[config.mk]
export PLATFORM = sky130hd
export DESIGN_NAME = cordic_atan_lut_seq
export DESIGN_NICKNAME = d
export VERILOG_FILES = /design/src/rtl/cordic_lut_pkg.sv /design/src/rtl/cordic_angle_rom.sv /design/src/rtl/cordic_atan_lut_seq.sv
export SDC_FILE = /design/constraint.sdc
export NUM_CORES = 1
export LEC_CHECK = 0
export CAP_MARGIN = 10
export CORE_MARGIN = 3
export CORE_UTILIZATION = 51
export CTS_CLUSTER_SIZE = 10
export DETAILED_ROUTE_END_ITERATION = 7
export PLACE_DENSITY = 0.81
export SKIP_LAST_GASP = 1
export SYNTH_ARGS = -nofsm -noshare
export SYNTH_HDL_FRONTEND = slang
export SYNTH_HIERARCHICAL = 1
export SYNTH_SLANG_ARGS = --single-unit
export TNS_END_PERCENT = 50
[constraint.sdc]
create_clock -name clk -period 3.53 [get_ports clk]
set_input_delay 0.5295 -clock clk [delete_from_list [all_inputs] [get_ports clk]]
set_output_delay 0.5295 -clock clk [all_outputs]
set_load 0.02 [all_outputs]
[src/rtl/cordic_lut_pkg.sv]
// CORDIC angle tables (circular atan, hyperbolic atanh) in IEEE-754
// double and single precision, plus sequencer state and mode constants.
package cordic_lut_pkg;

    typedef enum logic [1:0] {
        ST_IDLE,
        ST_FETCH,
        ST_PRESENT,
        ST_FINISH
    } state_e;

    localparam logic MODE_CIRC = 1'b0;
    localparam logic MODE_HYP  = 1'b1;

    localparam int HYP_REP0 = 4;
    localparam int HYP_REP1 = 13;
    localparam int TAB_N    = 32;

    function automatic logic [63:0] atan_d(input int i);
        real x;
        x = 1.0;
        for (int k = 0; k < i; k++) x = x / 2.0;
        return $realtobits($atan(x));
    endfunction

    function automatic logic [63:0] atanh_d(input int i);
        real x;
        x = 1.0;
        for (int k = 0; k < i; k++) x = x / 2.0;
        if (i == 0) return 64'h0;
        return $realtobits($atanh(x));
    endfunction

    // Narrow a normal double to single, round to nearest-even.
    function automatic logic [31:0] d2s(input logic [63:0] d);
        logic [24:0] man;
        logic [28:0] rem;
        logic [10:0] se;
        if (d[62:0] == 63'h0) return 32'h0;
        man = {2'b01, d[51:29]};
        rem = d[28:0];
        se  = d[62:52] - 11'd896;
        if (rem > 29'h1000_0000 ||
            (rem == 29'h1000_0000 && man[0])) begin
            man = man + 25'd1;
        end
        if (man[24]) begin
            man = man >> 1;
            se  = se + 11'd1;
        end
        return {d[63], se[7:0], man[22:0]};
    endfunction

    function automatic logic [31:0] atan_s(input int i);
        return d2s(atan_d(i));
    endfunction

    function automatic logic [31:0] atanh_s(input int i);
        return d2s(atanh_d(i));
    endfunction

    localparam logic [63:0] ATAN_D [TAB_N] = '{
        atan_d(0),  atan_d(1),  atan_d(2),  atan_d(3),
        atan_d(4),  atan_d(5),  atan_d(6),  atan_d(7),
        atan_d(8),  atan_d(9),  atan_d(10), atan_d(11),
        atan_d(12), atan_d(13), atan_d(14), atan_d(15),
        atan_d(16), atan_d(17), atan_d(18), atan_d(19),
        atan_d(20), atan_d(21), atan_d(22), atan_d(23),
        atan_d(24), atan_d(25), atan_d(26), atan_d(27),
        atan_d(28), atan_d(29), atan_d(30), atan_d(31)
    };

    localparam logic [31:0] ATAN_S [TAB_N] = '{
        atan_s(0),  atan_s(1),  atan_s(2),  atan_s(3),
        atan_s(4),  atan_s(5),  atan_s(6),  atan_s(7),
        atan_s(8),  atan_s(9),  atan_s(10), atan_s(11),
        atan_s(12), atan_s(13), atan_s(14), atan_s(15),
        atan_s(16), atan_s(17), atan_s(18), atan_s(19),
        atan_s(20), atan_s(21), atan_s(22), atan_s(23),
        atan_s(24), atan_s(25), atan_s(26), atan_s(27),
        atan_s(28), atan_s(29), atan_s(30), atan_s(31)
    };

    localparam logic [63:0] ATANH_D [TAB_N] = '{
        atanh_d(0),  atanh_d(1),  atanh_d(2),  atanh_d(3),
        atanh_d(4),  atanh_d(5),  atanh_d(6),  atanh_d(7),
        atanh_d(8),  atanh_d(9),  atanh_d(10), atanh_d(11),
        atanh_d(12), atanh_d(13), atanh_d(14), atanh_d(15),
        atanh_d(16), atanh_d(17), atanh_d(18), atanh_d(19),
        atanh_d(20), atanh_d(21), atanh_d(22), atanh_d(23),
        atanh_d(24), atanh_d(25), atanh_d(26), atanh_d(27),
        atanh_d(28), atanh_d(29), atanh_d(30), atanh_d(31)
    };

    localparam logic [31:0] ATANH_S [TAB_N] = '{
        atanh_s(0),  atanh_s(1),  atanh_s(2),  atanh_s(3),
        atanh_s(4),  atanh_s(5),  atanh_s(6),  atanh_s(7),
        atanh_s(8),  atanh_s(9),  atanh_s(10), atanh_s(11),
        atanh_s(12), atanh_s(13), atanh_s(14), atanh_s(15),
        atanh_s(16), atanh_s(17), atanh_s(18), atanh_s(19),
        atanh_s(20), atanh_s(21), atanh_s(22), atanh_s(23),
        atanh_s(24), atanh_s(25), atanh_s(26), atanh_s(27),
        atanh_s(28), atanh_s(29), atanh_s(30), atanh_s(31)
    };

endpackage

[src/rtl/cordic_angle_rom.sv]
// Registered angle ROM: table chosen by word width and mode.
// No reset; the parent zeroes its own output register.
module cordic_angle_rom
    import cordic_lut_pkg::*;
#(
    parameter int W    = 64,
    parameter int IDXW = 5
) (
    input  logic            clk,
    input  logic            en,
    input  logic            mode,
    input  logic [IDXW-1:0] addr,
    output logic [W-1:0]    data
);

    logic [4:0]   a;
    logic [W-1:0] word;

    assign a = 5'(addr);

    if (W == 64) begin : g_dbl
        always_comb word = (mode == MODE_HYP) ? ATANH_D[a] : ATAN_D[a];
    end else begin : g_sgl
        always_comb word = (mode == MODE_HYP) ? ATANH_S[a] : ATAN_S[a];
    end

    always_ff @(posedge clk) begin
        if (en) data <= word;
    end

endmodule

[src/rtl/cordic_atan_lut_seq.sv]
// CORDIC angle-constant sequencer: walks the iteration indices for the
// selected mode and presents one angle per valid/ready beat.
module cordic_atan_lut_seq
    import cordic_lut_pkg::*;
#(
    parameter int W     = 64,
    parameter int ITERS = 32,
    parameter int IDXW  = 5
) (
    input  logic            clk,
    input  logic            rst,
    input  logic            start,
    input  logic            mode,
    input  logic            abort,
    output logic            out_valid,
    input  logic            out_ready,
    output logic [W-1:0]    data_out,
    output logic [IDXW-1:0] iter_idx,
    output logic            out_last,
    output logic            busy,
    output logic            done
);

    if (W != 32 && W != 64) begin : g_bad_w
        $error("cordic_atan_lut_seq: W must be 32 or 64");
    end
    if (ITERS < 4 || ITERS > TAB_N) begin : g_bad_iters
        $error("cordic_atan_lut_seq: ITERS must be 4..32");
    end
    if ((2 ** IDXW) < ITERS) begin : g_bad_idxw
        $error("cordic_atan_lut_seq: IDXW too narrow for ITERS");
    end

    state_e          state_q, state_d;
    logic            mode_q, mode_d;
    logic [IDXW-1:0] idx_q, idx_d;
    logic            rep_q, rep_d;
    logic [W-1:0]    data_q, data_d;
    logic [W-1:0]    rom_data;
    logic            rom_en;
    logic            is_rep;
    logic            rep_pend;
    logic            is_last;

    assign is_rep   = (32'(idx_q) == HYP_REP0) ||
                      (32'(idx_q) == HYP_REP1);
    assign rep_pend = (mode_q == MODE_HYP) && is_rep && !rep_q;
    assign is_last  = (32'(idx_q) == ITERS - 1) && !rep_pend;

    always_comb begin
        state_d = state_q;
        mode_d  = mode_q;
        idx_d   = idx_q;
        rep_d   = rep_q;
        data_d  = data_q;
        if (state_q == ST_FETCH) data_d = rom_data;
        if (abort) begin
            state_d = ST_IDLE;
        end else begin
            unique case (state_q)
                ST_IDLE: begin
                    if (start) begin
                        mode_d  = mode;
                        idx_d   = (mode == MODE_HYP) ? IDXW'(1) : '0;
                        rep_d   = 1'b0;
                        state_d = ST_FETCH;
                    end
                end
                ST_FETCH: state_d = ST_PRESENT;
                ST_PRESENT: begin
                    if (out_ready) begin
                        if (is_last) begin
                            state_d = ST_FINISH;
                        end else begin
                            // A pending repeat re-issues the same index once.
                            if (rep_pend) begin
                                rep_d = 1'b1;
                            end else begin
                                idx_d = idx_q + 1'b1;
                                rep_d = 1'b0;
                            end
                            state_d = ST_FETCH;
                        end
                    end
                end
                ST_FINISH: state_d = ST_IDLE;
            endcase
        end
    end

    assign rom_en = (state_d == ST_FETCH);

    cordic_angle_rom #(
        .W    (W),
        .IDXW (IDXW)
    ) u_rom (
        .clk  (clk),
        .en   (rom_en),
        .mode (mode_d),
        .addr (idx_d),
        .data (rom_data)
    );

    always_ff @(posedge clk or negedge rst) begin
        if (!rst) begin
            state_q <= ST_IDLE;
            mode_q  <= MODE_CIRC;
            idx_q   <= '0;
            rep_q   <= 1'b0;
            data_q  <= '0;
        end else begin
            state_q <= state_d;
            mode_q  <= mode_d;
            idx_q   <= idx_d;
            rep_q   <= rep_d;
            data_q  <= data_d;
        end
    end

    assign out_valid = (state_q == ST_PRESENT);
    assign out_last  = out_valid && is_last;
    assign busy      = (state_q != ST_IDLE);
    assign done      = (state_q == ST_FINISH);
    assign data_out  = data_q;
    assign iter_idx  = idx_q;

endmodule

==> out/qor.csv, run 1 <==
stage,metric,value,unit
grt,grt_use_met3,0.0625,
clock_tree,numCtsBuffers,17,
routing,wl,19.8,mm
logic_synthesis,synth_cells,591,
critical_path,crit_start,iter_idx[1]$_DFF_PN0_,
timing,fin_skew,0.00678,ns
routing,remaining_drc_errors,0,
grt,use_met2,0.454,
clock_tree,path_clk_slew,0.06,ns
floorplanning,rows,41,
critical_path,worstPathRequired,3.67,ns
placement,placed_area,8050,um2
timing,fin_crit,3.41,ns
logic_synthesis,async_flop_share,0.557,
final_layout,design_area,8720,um2
grt,use_met1,0.360,
clock_tree,clock-sinks,131,
critical_path,ff2ff_setup_slack,0.12,ns
routing,num_vias,5442,
placement,place_congestion,0.986,
placement,port_buffers,78,
timing,setup_viol,0,
logic_synthesis,synth_edf_count,58,
final_layout,syn_to_final_growth,29.6,%
logic_synthesis,ys_types,69,
critical_path,start_kind,register,
timing,hold_viol,0,
logic_synthesis,synth_compound_area_frac,0.166,
logic_synthesis,synth-xor-area-share,0,
final_layout,nets,734,
logic_synthesis,synthDominantCellAreaShare,0.272,
logic_synthesis,yosys.cell_count.top_type,dfrtp_1,
job,max_cap_violations,0,
clock_tree,cts_hold_buf,0,
routing,drt_iter0_drc,666,
clock_tree,cts_tree,yes,
timing,fmax,293,MHz
routing,firstDrtPassIters,5,
grt,grt_pass1_wl,31.0,mm
grt,overflow,0,
routing,drt-wirelength-per-cell,22.0,um
timing,slew_headroom,0.383,
routing,viasPerCell,6.07,
placement,dp_hpwl,14.1,mm
final_layout,fin_cells,897,
timing,finalCritPeriodShare,0.967,
critical_path,critPathKind,register to register,
logic_synthesis,synth_top_family_by_area,compound AO/OA/AOI/OAI gates,
logic_synthesis,synth.largest_area_cell,dfrtp_1,
grt,busiest_layer,met2,
logic_synthesis,netlist_top_cells_count,"dfrtp_1, mux2_2, edfxtp_1, nand2_1, o21ai_0",
grt,grt_pass1_vias,5449,
grt,grt_max_degree,74,
critical_path,crit_arrival,3.55,ns
logic_synthesis,yosys_warnings,6,
placement,dp_cells,861,
status,status,completed,
worst_hold_path,holdCritPathClass,primary input to asynchronous set/reset pin,
logic_synthesis,yosys.area_share.simple,0.101,
timing,drv_slew,0,
logic_synthesis,yosys-mux-area-fraction,0.118,
timing,rsz0062_at_grt,true,
critical_path,r2r-start,iter_idx[1]$_DFF_PN0_,
floorplanning,die_y,121,um
timing,tightest_slew,0.926,ns
final_layout,antenna_cells,0,
critical_path,crit_path_max_fanout,5,
floorplanning,die_w,121,um
floorplanning,ios,79,
power_and_ir_drop,power_density,684,nW/um2
final_layout,drive_gt1_frac,0.276,
logic_synthesis,synthesis.area,6730,um2
logic_synthesis,syn_avg_cell_area,11.4,um2
logic_synthesis,ys_seq_elements,131,
logic_synthesis,synth_ff_type,dfrtp_1,
grt,grtUsageTotal,0.280,
logic_synthesis,ys_seq_area_frac,0.530,
floorplanning,fp.coreArea,12800,um2
clock_tree,htreeDepth,4,
logic_synthesis,synthAdderAreaFrac,0.0298,
routing,ant_nets,0,
floorplanning,start_util,0.527,
grt,antenna_found_initial,0,
clock_tree,cts-root-buf,clkbuf_16,
logic_synthesis,synthTopCellsByArea,"dfrtp_1, edfxtp_1, mux2_2",
critical_path,cp-end-kind,register,
power_and_ir_drop,ir_drop,0.316,mV
clock_tree,clock_latency,0.42,ns
power_and_ir_drop,power.leakage,3.56,nW
floorplanning,dieArea,14600,um2
clock_tree,cts_buffer_depth,2,
==> cells by family (layout without fill, tap and decap cells) <==
logic type / Yosys count / after routing
compound gates: 171 / 171
simple gates: 136 / 136
flops: 131 / 131
mux: 71 / 71
buf+inv: 65 / 198
fa+ha+maj: 16 / 16
other cells: 1 / 2
==> where the power goes <==
| part | switching (mW) | internal, mW | total, mW | leakage [nW] |
|---|---|---|---|---|
| combinational | 1.13 | 0.961 | 2.09 | 1.85 |
| clock | 0.664 | 1.10 | 1.76 | 0.297 |
| sequential | 0.146 | 1.97 | 2.12 | 1.42 |
| total | 1.94 | 4.03 | 5.97 | 3.56 |
==> state kept, by name, indices dropped and copies added (netlist names) <==
name	cells
state_q	2
data_out	64
rep_q	1
mode_q	1
iter_idx	5
u_rom/data	58
==> layout make-up <==
| cell class | instances | area [um2] |
|---|---|---|
| well taps | 172 | 215 |
| flip-flops and latches | 131 | 3570 |
| clock buffers | 23 | 512 |
| inverters | 14 | 52.6 |
| multi-input cells | 396 | 2860 |
| repair buffers | 152 | 1420 |
| clock inverters | 9 | 90.1 |
| fillers | 926 | 4060 |
==> routing by layer <==
| layer | up-vias | wire length (um) |
|---|---|---|
| met5 | - | 0 |
| met1 | 2678 | 8100 |
| met2 | 295 | 9470 |
| met4 | 0 | 708 |
| li1 | 2411 | - |
| met3 | 58 | 1480 |
==> metrics by stage <==
step	hold slack, ns	util	worst slack [ns]	TNS, ns	power [mW]
3_5_place_dp	0.463	0.630	0.0392	0	4.19
2_1_floorplan	0.234	-	0.0553	0	3.23
5_1_grt	0.414	0.683	-0.0238	-0.0548	6.23
4_1_cts	0.360	0.677	0.120	0	5.97
3_3_place_gp	0.461	0.630	0.0423	0	4.15
6_report	0.331	0.683	0.117	0	5.97
==> final timing paths <==
kind	end	depth (start not counted)
min reg2reg	data_out[4]$_DFFE_PN0N_	1
min	data_out[17]$_DFFE_PN0N_	2
max	u_rom/data[42]$_DFFE_PP_	12
min in group clk	data_out[4]$_DFFE_PN0N_	1
max reg2reg	u_rom/data[42]$_DFFE_PP_	12
max in group asynchronous	data_out[12]$_DFFE_PN0N_	2
==> critical path, cell delays in order, from the launching register on <==
cell     delay [ns]
dfrtp_1        0.42
ha_1           0.23
and3_1         0.19
ha_1           0.22
nor2b_1        0.17
o21ai_0        0.16
o31a_1         0.30
o22ai_4        0.21
inv_1          0.12
ha_1           0.28
and2_1         0.27
o21ai_0        0.34
o21ai_0        0.20
==> repair_timing <==
action / CTS / global route
resized for setup: 0 / 8
setup endpoints to repair: 0 / 29
setup buffers: 0 / 4
==> cell usage in the layout, fill, tap and decap left out, types with 11 or more instances in the layout <==
cell type        Yosys  layout
a21oi_1             32      32
o21ai_0             36      34
o21ai_1             19      20
edfxtp_1            58      58
clkdlybuf4s50_1      0      77
nand2_1             38      38
buf_4               16      66
nor2_1              33      33
nand2b_1            12      11
ha_1                16      16
mux2_2              66      66
clkbuf_16            0      20
dfrtp_1             73      73
Note: power is estimated with default switching activity, not from simulation.
==> run 2, diff against run 1 <==
- TNS_END_PERCENT: 50 -> 5
==> run 2 against run 1 <==
Net effect: sequential power is essentially flat; maximum frequency grew 0.20%; global-route usage is the same; flip-flop and latch count is the same; critical endpoint is now u_rom/data[40]$_DFFE_PP_; worst hold slack gained 0.0018 ns; largest power group unchanged; combinational power is essentially flat; clock power is essentially flat; critical path depth is the same; core utilization shrank 0.098 points.
==> out/qor.csv, run 2 (synthesized netlist as in run 1, its figures left out) <==
stage,metric,value,unit
routing,wl,19.7,mm
power_and_ir_drop,power_density,683,nW/um2
final_layout,design_area,8710,um2
timing,tightest_slew,0.926,ns
routing,firstDrtPassIters,5,
floorplanning,fp.coreArea,12800,um2
critical_path,worstPathRequired,3.77,ns
timing,holdWs,0.333,ns
timing,setup_viol,0,
job,max_cap_violations,0,
power_and_ir_drop,power.leakage,3.56,nW
grt,grt_pass1_wl,31.0,mm
critical_path,slowest_delay,0.41,ns
clock_tree,cts_tree,yes,
routing,drt-wirelength-per-cell,21.9,um
critical_path,cpMostUsedCell,ha_1,
routing,remaining_drc_errors,0,
routing,viasPerCell,6.01,
timing,fin_skew,0.00683,ns
critical_path,critPathSlowestCell,dfrtp_1,
final_layout,drive_gt1_frac,0.274,
worst_hold_path,holdCritPathClass,primary input to asynchronous set/reset pin,
placement,dp_hpwl,14.1,mm
timing,tns,0,ns
routing,drt_iter0_drc,658,
final_layout,final_cell_mix,"clkdlybuf4s50_1, dfrtp_1, buf_4",
final_layout,nets,734,
timing,hold_viol,0,
critical_path,critPathKind,register to register,
critical_path,start_kind,register,
final_layout,syn_to_final_growth,29.4,%
grt,overflow,0,
timing,fin_crit,3.41,ns
clock_tree,clock-sinks,131,
grt,antenna_found_initial,0,
clock_tree,path_clk_slew,0.06,ns
critical_path,crit_path_max_fanout,13,
timing,finalCritPeriodShare,0.965,
final_layout,num-fill-cells,927,
final_layout,largest_reg_flops,64,
placement,place_congestion,0.986,
timing,fmax,294,MHz
critical_path,crit_chain,ha_1 > and3_1 > ha_1 > nor2b_1 > o21a_1 > a31oi_1 > a31oi_4 > buf_4 > or2_0 > nor2_1 > a21oi_1 > o21bai_1,
floorplanning,die_w,121,um
grt,grt_pass1_vias,5449,
critical_path,cp-end-kind,register,
clock_tree,cts_buffer_depth,2,
grt,grtUsageTotal,0.280,
timing,slew_headroom,0.383,
clock_tree,numCtsBuffers,17,
placement,placed_area,8050,um2
placement,port_buffers,78,
status,status,completed,
floorplanning,start_util,0.527,
clock_tree,htreeDepth,4,
placement,dp_cells,861,
critical_path,crit_arrival,3.65,ns
clock_tree,cts_hold_buf,0,
floorplanning,ios,79,
timing,rsz0062_at_grt,true,
floorplanning,dieArea,14600,um2
clock_tree,clock_latency,0.42,ns
power_and_ir_drop,finalPower,5.95,mW
routing,ant_nets,0,
timing,drv_slew,0,
power_and_ir_drop,ir_drop,0.314,mV
final_layout,final_common_cell,clkdlybuf4s50_1,
clock_tree,cts-root-buf,clkbuf_16,
floorplanning,rows,41,
grt,grt_max_degree,74,
routing,num_vias,5387,
final_layout,fin_cells,897,
final_layout,antenna_cells,0,
floorplanning,die_y,121,um
## run 2: through the flow
step	utilization	worst slack [ns]
2_1_floorplan	-	0.0553
3_3_place_gp	0.630	0.0423
3_5_place_dp	0.630	0.0392
4_1_cts	0.677	0.120
5_1_grt	0.682	-0.0865
6_report	0.682	0.124
## run 2: path summary, 6_finish.rpt
kind / startpoint / endpoint / slack, ns / cells past startpoint
worst min-delay path: rst / data_out[17]$_DFFE_PN0N_ / 0.33 / 2
worst max-delay path: iter_idx[1]$_DFF_PN0_ / u_rom/data[40]$_DFFE_PP_ / 0.12 / 12
min in group clk: u_rom/data[4]$_DFFE_PP_ / data_out[4]$_DFFE_PN0N_ / 0.47 / 1
worst max register to register: iter_idx[1]$_DFF_PN0_ / u_rom/data[40]$_DFFE_PP_ / 0.12 / 12
max in group asynchronous: rst / data_out[12]$_DFFE_PN0N_ / 2.60 / 2
worst min register to register: u_rom/data[4]$_DFFE_PP_ / data_out[4]$_DFFE_PN0N_ / 0.47 / 1
## run 2: per-layer routing
metal / vias up / wire length (um) / share of wire / global-route usage
met5: - / 0 / 0 / 0
met4: 0 / 690 / 0.035 / 0.127
met3: 54 / 1430 / 0.072 / 0.0625
met2: 282 / 9490 / 0.48 / 0.454
met1: 2644 / 8060 / 0.41 / 0.360
li1: 2407 / - / - / -
## run 2: worst max-delay path, delay by kind of cell (launching register included)
kind | cells | cell delay [ns]
AO/OA/AOI/OAI | 5 | 1.34
adder cells (fa/ha/maj) | 2 | 0.45
buffers and inverters | 1 | 0.24
flip-flops | 1 | 0.41
AND/OR/NAND/NOR | 4 | 0.78
## run 2: area by class of cell
type / instances / area (um2) / area share
clock buffers: 23 / 512 / 0.0588
well taps: 172 / 215 / 0.0247
flip-flops and latches: 131 / 3570 / 0.410
repair buffers: 152 / 1420 / 0.163
clock inverters: 9 / 90.1 / 0.0103
multi-input cells: 396 / 2850 / 0.327
inverters: 14 / 52.6 / 0.00604
## run 2: timing repair
action,CTS,global route
buffers inserted,0,4
resized for setup,0,4
setup endpoints to repair,0,29
## run 2: power breakdown
part	leakage, nW	internal, mW	switching (mW)	total (mW)
sequential	1.42	1.97	0.146	2.12
clock	0.297	1.10	0.661	1.76
combinational	1.84	0.954	1.12	2.07
==> run 3, diff against run 2 <==
- SLEW_MARGIN: default -> 20
- clock period: 3.53 -> 2.99 ns (I/O delays scaled with it)
==> run 3 against run 2 <==
Net effect: the flow now finishes with violations (setup timing); cell area up 9.9%; flip-flop and latch count unchanged; maximum frequency up 7.4%; die area unchanged; sequential share of layout area down 3.7 points; non-clock buffer count up 88; via count up 11%; critical path depth up 2; register-to-register slack worse by 0.30 ns; first-iteration DRC count up 24%.
==> out/qor.csv, run 3 (synthesized netlist as in run 1, its figures left out) <==
stage,metric,value,unit
critical_path,start_kind,register,
routing,num_vias,5963,
grt,grtUsageTotal,0.326,
timing,rsz0062_at_grt,true,
placement,port_buffers,78,
critical_path,critPathKind,register to register,
final_layout,final_util,0.749,
grt,antenna_found_initial,0,
routing,ant_nets,0,
final_layout,regArea,3570,um2
final_layout,multi_input_area,3060,um2
final_layout,antenna_cells,0,
grt,grt_max_degree,74,
critical_path,r2r-start,iter_idx[0]$_DFF_PN0_,
grt,grt_pass1_wl,35.7,mm
critical_path,r2r_end,u_rom/data[17]$_DFFE_PP_,
power_and_ir_drop,power_switching_share,0.336,
grt,overflow,0,
job,max_cap_violations,0,
power_and_ir_drop,p_int,4.92,mW
power_and_ir_drop,power_frac_seq,0.339,
worst_hold_path,holdCritPathClass,primary input to asynchronous set/reset pin,
clock_tree,htreeDepth,4,
power_and_ir_drop,power_density,775,nW/um2
final_layout,num-fill-cells,824,
power_and_ir_drop,net-switching-power,2.49,mW
floorplanning,ios,79,
placement,place_congestion,1.03,
critical_path,reg2reg_depth,14,
timing,drv_slew,0,
final_layout,nets,822,
floorplanning,start_util,0.527,
timing,hold_viol,0,
timing,fin_skew,0.0183,ns
routing,drt-wirelength-per-cell,23.6,um
routing,viasPerCell,6.06,
critical_path,crit_arrival,3.32,ns
final_layout,syn_to_final_growth,42.2,%
timing,layout_setup_ws,-0.180,ns
critical_path,cp-end-kind,register,
timing,tns,-4.39,ns
routing,remaining_drc_errors,0,
critical_path,worstPathRequired,3.14,ns
routing,wl,23.2,mm
final_layout,drive_gt1_frac,0.404,
timing,finalCritPeriodShare,1.06,
power_and_ir_drop,p_clk_frac,0.272,
timing,setup_viol,49,
timing,slew_headroom,0.649,
power_and_ir_drop,comb_power_share,0.389,
status,status,"finished, violations left",
final_layout,final_common_cell,buf_4,
clock_tree,numCtsBuffers,17,
placement,dp_hpwl,16.5,mm
critical_path,crit_path_max_fanout,5,
power_and_ir_drop,power.leakage,4.02,nW
status,violations,setup timing,
routing,drt_iter0_drc,814,
floorplanning,die_y,121,um
critical_path,ff2ff_setup_slack,-0.18,ns
clock_tree,clock_latency,0.43,ns
final_layout,largest_reg_flops,64,
floorplanning,dieArea,14600,um2
clock_tree,cts_tree,yes,
floorplanning,die_w,121,um
floorplanning,rows,41,
power_and_ir_drop,ir_drop,0.374,mV
timing,fmax,315,MHz
routing,firstDrtPassIters,6,
timing,fin_crit,3.17,ns
clock_tree,clock-sinks,131,
clock_tree,cts_buffer_depth,2,
final_layout,final_cell_mix,"buf_4, clkdlybuf4s50_1, dfrtp_1",
grt,grt_pass1_vias,6110,
timing,tightest_slew,0.521,ns
clock_tree,cts-root-buf,clkbuf_16,
placement,dpl_worst_slack,-0.380,ns
floorplanning,fp.coreArea,12800,um2
clock_tree,path_clk_slew,0.06,ns
[run 3: changes by cell type in the layout (fill, tap and decap cells not counted), moves of 5 or more]
cell / delta
buf_4: +84
nor2_1: -6
nor2_2: +6
ha_1: -5
[run 3: cell type report]
type / count / area share
clock inverters: 11 / 0.0106
repair buffers: 240 / 0.219
inverters: 14 / 0.00576
multi-input cells: 396 / 0.320
clock buffers: 20 / 0.0489
flip-flops and latches: 131 / 0.373
well taps: 172 / 0.0225
[run 3: how the worst max path moves through the flow]
stage	start	endpoint	slack, ns	depth (start not counted)
after floorplan	iter_idx[0]$_DFF_PN0_	u_rom/data[10]$_DFFE_PP_	-0.13	15
after global placement	out_ready	u_rom/data[38]$_DFFE_PP_	-0.39	10
after detailed placement	abort	u_rom/data[13]$_DFFE_PP_	-0.38	10
after CTS	iter_idx[0]$_DFF_PN0_	u_rom/data[10]$_DFFE_PP_	-0.11	14
after global routing	iter_idx[0]$_DFF_PN0_	u_rom/data[7]$_DFFE_PP_	-0.26	15
final	iter_idx[0]$_DFF_PN0_	u_rom/data[17]$_DFFE_PP_	-0.18	14
[run 3: metrics by stage]
step | std cells | hold slack (ns) | power [mW] | cell area [um2]
global route | 984 | 0.0902 | 7.69 | 9560
CTS | 981 | 0.0767 | 7.35 | 9450
detailed placement | 948 | 0.465 | 5.28 | 8790
global placement | 948 | 0.459 | 5.21 | 8790
finish | 984 | 0.0718 | 7.41 | 9560
floorplan | 592 | 0.153 | 3.88 | 6830
[run 3: layer usage]
layer  share of wire  GRT usage  vias to the layer above
met5               0          0                        -
met4           0.039      0.124                        0
met3           0.079     0.0601                       78
met2            0.48      0.528                      379
met1            0.40      0.440                     2920
li1                -          -                     2586
[run 3: power by group through the flow]
| stage | registers, mW | clock network, mW | logic, mW |
|---|---|---|---|
| floorplan | 2.83 | 0 | 1.05 |
| global placement | 2.50 | 0 | 2.71 |
| detailed placement | 2.54 | 0 | 2.74 |
| CTS | 2.52 | 2.04 | 2.79 |
| global route | 2.55 | 2.12 | 3.02 |
| finish | 2.51 | 2.02 | 2.89 |
[run 3: what timing repair did]
| item | CTS | global route |
|---|---|---|
| hold buffers | 0 | 0 |
| pin swaps | 4 | 8 |
| cloned | 0 | 0 |
| buffers inserted | 2 | 3 |
| setup endpoints to repair | 55 | 56 |
| resized for setup | 24 | 19 |
[run 3: worst max-delay path, cell delays in order (launching register included)]
cell	delay, ns
dfrtp_2	0.44
ha_4	0.17
and3_4	0.18
ha_4	0.17
nor2b_4	0.14
o21ai_2	0.08
o31a_1	0.31
o22ai_4	0.26
inv_4	0.08
buf_12	0.13
ha_4	0.16
nor2b_1	0.16
a21oi_2	0.22
a21boi_0	0.28
o31ai_1	0.13
